===== src/rtl/map_ss_seq.sv =====
// map_ss_seq: save-state sequencer for the mapper save-state port.
// Optional stream checksum byte enabled by defining SS_SEQ_CHK_EN.
module map_ss_seq #(
  parameter int REG_CNT = 10,
  parameter int STB_CYC = 4,
  parameter int RD_LAT  = 2,
  parameter int SETTLE  = 3
) (
  input  logic       clk,
  input  logic       rst,
  input  logic       start,
  input  logic       mode,
  input  logic       abort,
  output logic       busy,
  output logic       done,
  output logic       err,
  output logic       ss_act,
  output logic       ss_we,
  output logic [7:0] ss_addr,
  output logic [7:0] ss_wdat,
  input  logic [7:0] ss_rdat,
  output logic [7:0] dout,
  output logic       dout_vld,
  input  logic       dout_rdy,
  input  logic [7:0] din,
  input  logic       din_vld,
  output logic       din_rdy
);

  localparam logic [7:0] MAP_IDX = 8'd127;
  localparam logic [7:0] LAST_REG = 8'(REG_CNT - 1);
  localparam logic [7:0] SET_END = 8'(SETTLE - 1);
  localparam logic [7:0] RD_END = 8'(RD_LAT - 1);
  localparam logic [7:0] STB_END = 8'(STB_CYC);

  typedef enum logic [2:0] {
    IDLE,
    ARM,
    RD_WAIT,
    RD_OUT,
    WR_IN,
    WR_STB,
    NEXT,
    RELEASE
  } state_t;

  state_t     state_q, state_d;
  logic [7:0] cnt_q, cnt_d;
  logic [7:0] idx_q, idx_d;
  logic       mode_q, mode_d;
  logic       err_q, err_d;
  logic       abrt_q, abrt_d;
  logic       act_q, act_d;
  logic       we_q, we_d;
  logic       done_q, done_d;
  logic [7:0] dout_q, dout_d;
  logic       vld_q, vld_d;
  logic [7:0] wdat_q, wdat_d;
  logic [7:0] cnt_inc;
  logic       last;

`ifdef SS_SEQ_CHK_EN
  logic [7:0] sum_q, sum_d;
  logic       chk_q, chk_d;
  logic [7:0] sum_in;

  assign sum_in = sum_q + din;
  assign last = (idx_q == MAP_IDX) && chk_q;
`else
  assign last = (idx_q == MAP_IDX);
`endif

  assign cnt_inc = cnt_q + 8'd1;

  // Next-state, counters and registered outputs.
  always_comb begin
    state_d = state_q;
    cnt_d = cnt_q;
    idx_d = idx_q;
    mode_d = mode_q;
    err_d = err_q;
    abrt_d = abrt_q;
    act_d = act_q;
    we_d = we_q;
    done_d = 1'b0;
    dout_d = dout_q;
    vld_d = vld_q;
    wdat_d = wdat_q;
`ifdef SS_SEQ_CHK_EN
    sum_d = sum_q;
    chk_d = chk_q;
`endif
    unique case (state_q)
      IDLE: begin
        if (start) begin
          state_d = ARM;
          mode_d = mode;
          err_d = 1'b0;
          abrt_d = 1'b0;
          act_d = 1'b1;
          idx_d = 8'd0;
          cnt_d = 8'd0;
`ifdef SS_SEQ_CHK_EN
          sum_d = 8'd0;
          chk_d = 1'b0;
`endif
        end
      end
      ARM: begin
        if (cnt_q == SET_END) begin
          cnt_d = 8'd0;
          state_d = mode_q ? WR_IN : RD_WAIT;
        end else begin
          cnt_d = cnt_inc;
        end
      end
      RD_WAIT: begin
        if (cnt_q == RD_END) begin
          cnt_d = 8'd0;
          if (mode_q) begin
            // restore: verify map_idx instead of writing it
            if (ss_rdat != wdat_q) begin
              err_d = 1'b1;
            end
            state_d = NEXT;
          end else begin
            dout_d = ss_rdat;
            vld_d = 1'b1;
`ifdef SS_SEQ_CHK_EN
            sum_d = sum_q + ss_rdat;
`endif
            state_d = RD_OUT;
          end
        end else begin
          cnt_d = cnt_inc;
        end
      end
      RD_OUT: begin
        if (dout_rdy) begin
          vld_d = 1'b0;
          state_d = NEXT;
        end
      end
      WR_IN: begin
        if (din_vld) begin
          wdat_d = din;
          cnt_d = 8'd0;
`ifdef SS_SEQ_CHK_EN
          sum_d = sum_in;
          if (chk_q) begin
            if (sum_in != 8'd0) begin
              err_d = 1'b1;
            end
            state_d = NEXT;
          end else
`endif
          if (idx_q == MAP_IDX) begin
            state_d = RD_WAIT;
          end else begin
            state_d = WR_STB;
          end
        end
      end
      WR_STB: begin
        // first cycle is data setup, then STB_CYC strobe cycles
        if (cnt_q == STB_END) begin
          we_d = 1'b0;
          cnt_d = 8'd0;
          state_d = NEXT;
        end else begin
          we_d = 1'b1;
          cnt_d = cnt_inc;
        end
      end
      NEXT: begin
        cnt_d = 8'd0;
        if (last) begin
          state_d = RELEASE;
        end
`ifdef SS_SEQ_CHK_EN
        else if (idx_q == MAP_IDX) begin
          chk_d = 1'b1;
          if (mode_q) begin
            state_d = WR_IN;
          end else begin
            dout_d = ~sum_q + 8'd1;
            vld_d = 1'b1;
            state_d = RD_OUT;
          end
        end
`endif
        else begin
          if (idx_q == LAST_REG) begin
            idx_d = MAP_IDX;
          end else begin
            idx_d = idx_q + 8'd1;
          end
          state_d = mode_q ? WR_IN : RD_WAIT;
        end
      end
      RELEASE: begin
        we_d = 1'b0;
        if (cnt_q == SET_END) begin
          act_d = 1'b0;
          done_d = ~abrt_q;
          cnt_d = 8'd0;
          state_d = IDLE;
        end else begin
          cnt_d = cnt_inc;
        end
      end
      default: begin
        state_d = IDLE;
      end
    endcase
    // abort overrides any active state
    if (abort && (state_q != IDLE)) begin
      err_d = 1'b1;
      abrt_d = 1'b1;
      we_d = 1'b0;
      vld_d = 1'b0;
      done_d = 1'b0;
      if (state_q != RELEASE) begin
        state_d = RELEASE;
        cnt_d = 8'd0;
      end
    end
  end

  // State and datapath registers, async reset.
  always_ff @(posedge clk or posedge rst) begin
    if (rst) begin
      state_q <= IDLE;
      cnt_q <= 8'd0;
      idx_q <= 8'd0;
      mode_q <= 1'b0;
      err_q <= 1'b0;
      abrt_q <= 1'b0;
      act_q <= 1'b0;
      we_q <= 1'b0;
      done_q <= 1'b0;
      dout_q <= 8'd0;
      vld_q <= 1'b0;
      wdat_q <= 8'd0;
    end else begin
      state_q <= state_d;
      cnt_q <= cnt_d;
      idx_q <= idx_d;
      mode_q <= mode_d;
      err_q <= err_d;
      abrt_q <= abrt_d;
      act_q <= act_d;
      we_q <= we_d;
      done_q <= done_d;
      dout_q <= dout_d;
      vld_q <= vld_d;
      wdat_q <= wdat_d;
    end
  end

`ifdef SS_SEQ_CHK_EN
  // Running stream sum for the checksum byte.
  always_ff @(posedge clk or posedge rst) begin
    if (rst) begin
      sum_q <= 8'd0;
      chk_q <= 1'b0;
    end else begin
      sum_q <= sum_d;
      chk_q <= chk_d;
    end
  end
`endif

  assign busy = (state_q != IDLE);
  assign done = done_q;
  assign err = err_q;
  assign ss_act = act_q;
  assign ss_we = we_q;
  assign ss_addr = idx_q;
  assign ss_wdat = wdat_q;
  assign dout = dout_q;
  assign dout_vld = vld_q & ~abort;
  assign din_rdy = (state_q == WR_IN) & ~abort;

endmodule


===== config.mk =====
export PLATFORM = sky130hd
export DESIGN_NAME = map_ss_seq
export DESIGN_NICKNAME = d
export VERILOG_FILES = /design/src/rtl/map_ss_seq.sv
export SDC_FILE = /design/constraint.sdc
export NUM_CORES = 1
export LEC_CHECK = 0
export ABC_AREA = 1
export ABC_CLOCK_PERIOD_IN_PS = 2700
export CAP_MARGIN = 25
export CORE_MARGIN = 2
export CORE_UTILIZATION = 45
export DETAILED_ROUTE_END_ITERATION = 6
export PLACE_DENSITY = 0.72
export SLEW_MARGIN = 20
export SYNTH_ARGS = -nofsm -noshare
export SYNTH_HDL_FRONTEND = slang
export SYNTH_SLANG_ARGS = --single-unit
export TNS_END_PERCENT = 50

===== constraint.sdc =====
create_clock -name clk -period 2.7 [get_ports clk]
set_input_delay 0.54 -clock clk [delete_from_list [all_inputs] [get_ports clk]]
set_output_delay 0.54 -clock clk [all_outputs]
set_load 0.03 [all_outputs]

==> reports/results.tsv <==
metric	value	unit
dieHeight	78.07	um
nNetsFinal	396	
async_flop_share	100.0	%
initial_core_util	47.43	%
vias_per_cell	4.856	
design_power_total	0.003378	W
irDropWorstVdd	0.7390	mV
num_rows	26	
cp_max_fo	7	
clock_sinks	42	
syn-num-nets	335	
drtIter0Drc	83	
finalSetupTns	0	ns
io_buffer_count	53	
cts.htree.levels	2	
synth_compound_area_share	9.174	%
final_cell_count_no_fill	438	
grt_pass1_vias	2129	
core_area	5205	um2
ys_types	34	
firstDrtPassIters	4	
drt_drc_violations_left	0	
synth_top_area_share	42.57	%
min_to	done$_DFF_PP0_	
rr_worst_depth	6	
seq_area_frac_synth	42.57	%
drive_gt1_share	13.04	%
cp.arrival	1.93	ns
syn_area_per_cell	8.067	um2
rsz0062_at_grt	no	
overflow	0	
area_growth	29.19	%
ff2ff_setup_slack	0.97	ns
clock_latency	0.30	ns
wl_per_cell	13.13	um
ys_warn_count	0	
hold_path_class	reg2reg	
synthCells	306	
grtUsageTotal	20.58	%
required	2.16	ns
whs_path_depth	1	
critPathKind	reg2out	
synth_flop_cell	dfrtp_1	
hpwl	4.275	mm
syn_area	2469	um2
max_freq	404.3	MHz
worstHoldStart	abrt_q$_DFFE_PP0P_	
yosysMostFrequentCell	nand2_1	
dp.cells	430	
die_area	6094	um2
synth_edf_count	0	
synth_seq_cells	42	
finalSetupViolCount	0	
cts_buffer_depth	2	
max-cap-violations	0	
synth-adder-area-share	3.041	%
grt_pass1_wl	9.908	mm
endpoint_kind	output pin	
worstReg2RegEnd	dout[5]$_DFFE_PP0P_	
crit_path_start_kind	flip-flop	
cts_tree	yes	
cts_buffers	5	
clk_pin_slew	0.08	ns
hold_ws	0.4375	ns
max_slew_margin	63.93	%
synth-xor-area-share	3.548	%
ant_nets	0	
die_w	78.07	um
fin_crit_sh	91.61	%
synth_top_family_by_area	simple AND/OR/NAND/NOR gates	
worstMarginPinSlew	0.5410	ns
fin_util	61.27	%
synth_common_cells	78 x nand2_1, 42 x dfrtp_1, 37 x inv_1, 31 x nor2_1, 17 x nand3_1	
clock_skew	0.005280	ns
final.min_clock_period	2.474	ns
fillers	500	
ctsResizeCount	0	
hold_viol	0	
multi_input_area	1256	um2
grt_max_degree	43	
num_vias	2127	
synth_area_leaders	dfrtp_1 43%, nand2_1 12%, inv_1 5.6%	
io_pins	54	
yosys.area_share.simple	31.47	%
grt_antenna_before_repair	0	
powerDensity	1059	nW/um2
synth_mux_area_share	3.649	%
p_leak	1.467	nW
wl	5.753	mm
status	complete, no violations	
diodes	0	
rr_startpoint	cnt_q[1]$_DFF_PP0_	
cts_setup_buffers	0	
hold_buffers	0	
synth_top_cell_by_area	dfrtp_1	
place.gp.congestion	0.8646	
register_area	1051	um2
cts_root_buf	clkbuf_8	
drv_slew	0	
==> cells in the final DEF, fill, tap and decap left out <==
master,netlist,layout
nand3b_4,1,1
nand3_1,17,17
nand4_1,2,2
a21oi_2,1,1
nand3_2,1,1
nor2_4,3,3
o21ai_1,1,1
a31oi_1,1,1
nand2_2,7,7
o21a_1,1,1
nor2_2,5,5
o22ai_1,3,3
dfrtp_1,42,42
inv_2,6,6
clkdlybuf4s50_1,0,53
a21oi_1,12,12
ha_1,6,6
or2_1,1,1
mux2_1,2,2
nor3_4,1,1
nand2_1,78,78
clkbuf_8,0,6
xor2_1,4,4
buf_4,0,1
nor3_1,4,4
inv_6,0,1
o21ai_2,3,3
nand2_4,2,2
nand3b_1,1,1
mux2_2,6,6
o2111a_1,1,1
o21bai_1,1,1
o21ai_0,15,15
inv_1,37,37
clkbuf_1,0,1
xnor2_1,6,6
or2_2,1,1
nand3_4,3,3
nor2_1,31,31
==> logic make-up (layout without fill, tap and decap cells) <==
logic type               after synthesis  count (layout)
adder cells (fa/ha/maj)                6               6
multiplexers                           8               8
flip-flops                            42              42
AO/OA/AOI/OAI                         39              39
buffers and inverters                 43             105
AND/OR/NAND/NOR                      158             158
XOR/XNOR                              10              10
==> worst max-delay path, stage by stage (launching register included) <==
cell             delay [ns]
dfrtp_1                0.54
nor2_4                 0.18
nand2_2                0.12
nor2_1                 0.12
clkdlybuf4s50_1        0.68
==> layer usage <==
layer  up-vias  wire length (um)  track usage (%)
li1       1096                 -                -
met1       970              2812            28.17
met2        52              2533            32.41
met3         9               323            4.943
met4         0                84            6.491
met5         -                 0                0
==> sequential cells by signal, indices dropped and copies added (netlist names), 3 cells and up <==
signal,flops
cnt_q,8
dout,8
ss_addr,8
ss_wdat,8
state_q,3
==> stage by stage <==
step                      worst slack, ns  cell area [um2]
after floorplan                    0.9918             2469
after global placement             0.3781             3094
after detailed placement           0.3380             3094
after CTS                          0.2091             3189
after global routing               0.1507             3189
final                              0.2265             3189
==> area by class of cell <==
cell class	instances	share of cell area, %
Clock inverter	1	0.2746
Timing Repair Buffer	54	16.87
Sequential cell	42	32.95
Inverter	43	5.061
Tap cell	70	2.746
Multi-Input combinational cell	221	39.39
Clock buffer	7	2.707
==> worst max-delay path by stage <==
stage                               from       to  slack (ns)  depth (start not counted)
finish              state_q[0]$_DFF_PP0_  din_rdy        0.23                          4
CTS                 state_q[0]$_DFF_PP0_  din_rdy        0.21                          4
global route        state_q[0]$_DFF_PP0_  din_rdy        0.15                          4
floorplan           state_q[0]$_DFF_PP0_  din_rdy        0.99                          3
global placement                   abort  din_rdy        0.38                          3
detailed placement                 abort  din_rdy        0.34                          3
==> report_power, final <==
part	switching [W]	internal (W)
combinational	0.00110	0.000728
clock	0.000230	0.000212
sequential	0.000246	0.000861
(Power assumes the default switching activity.)
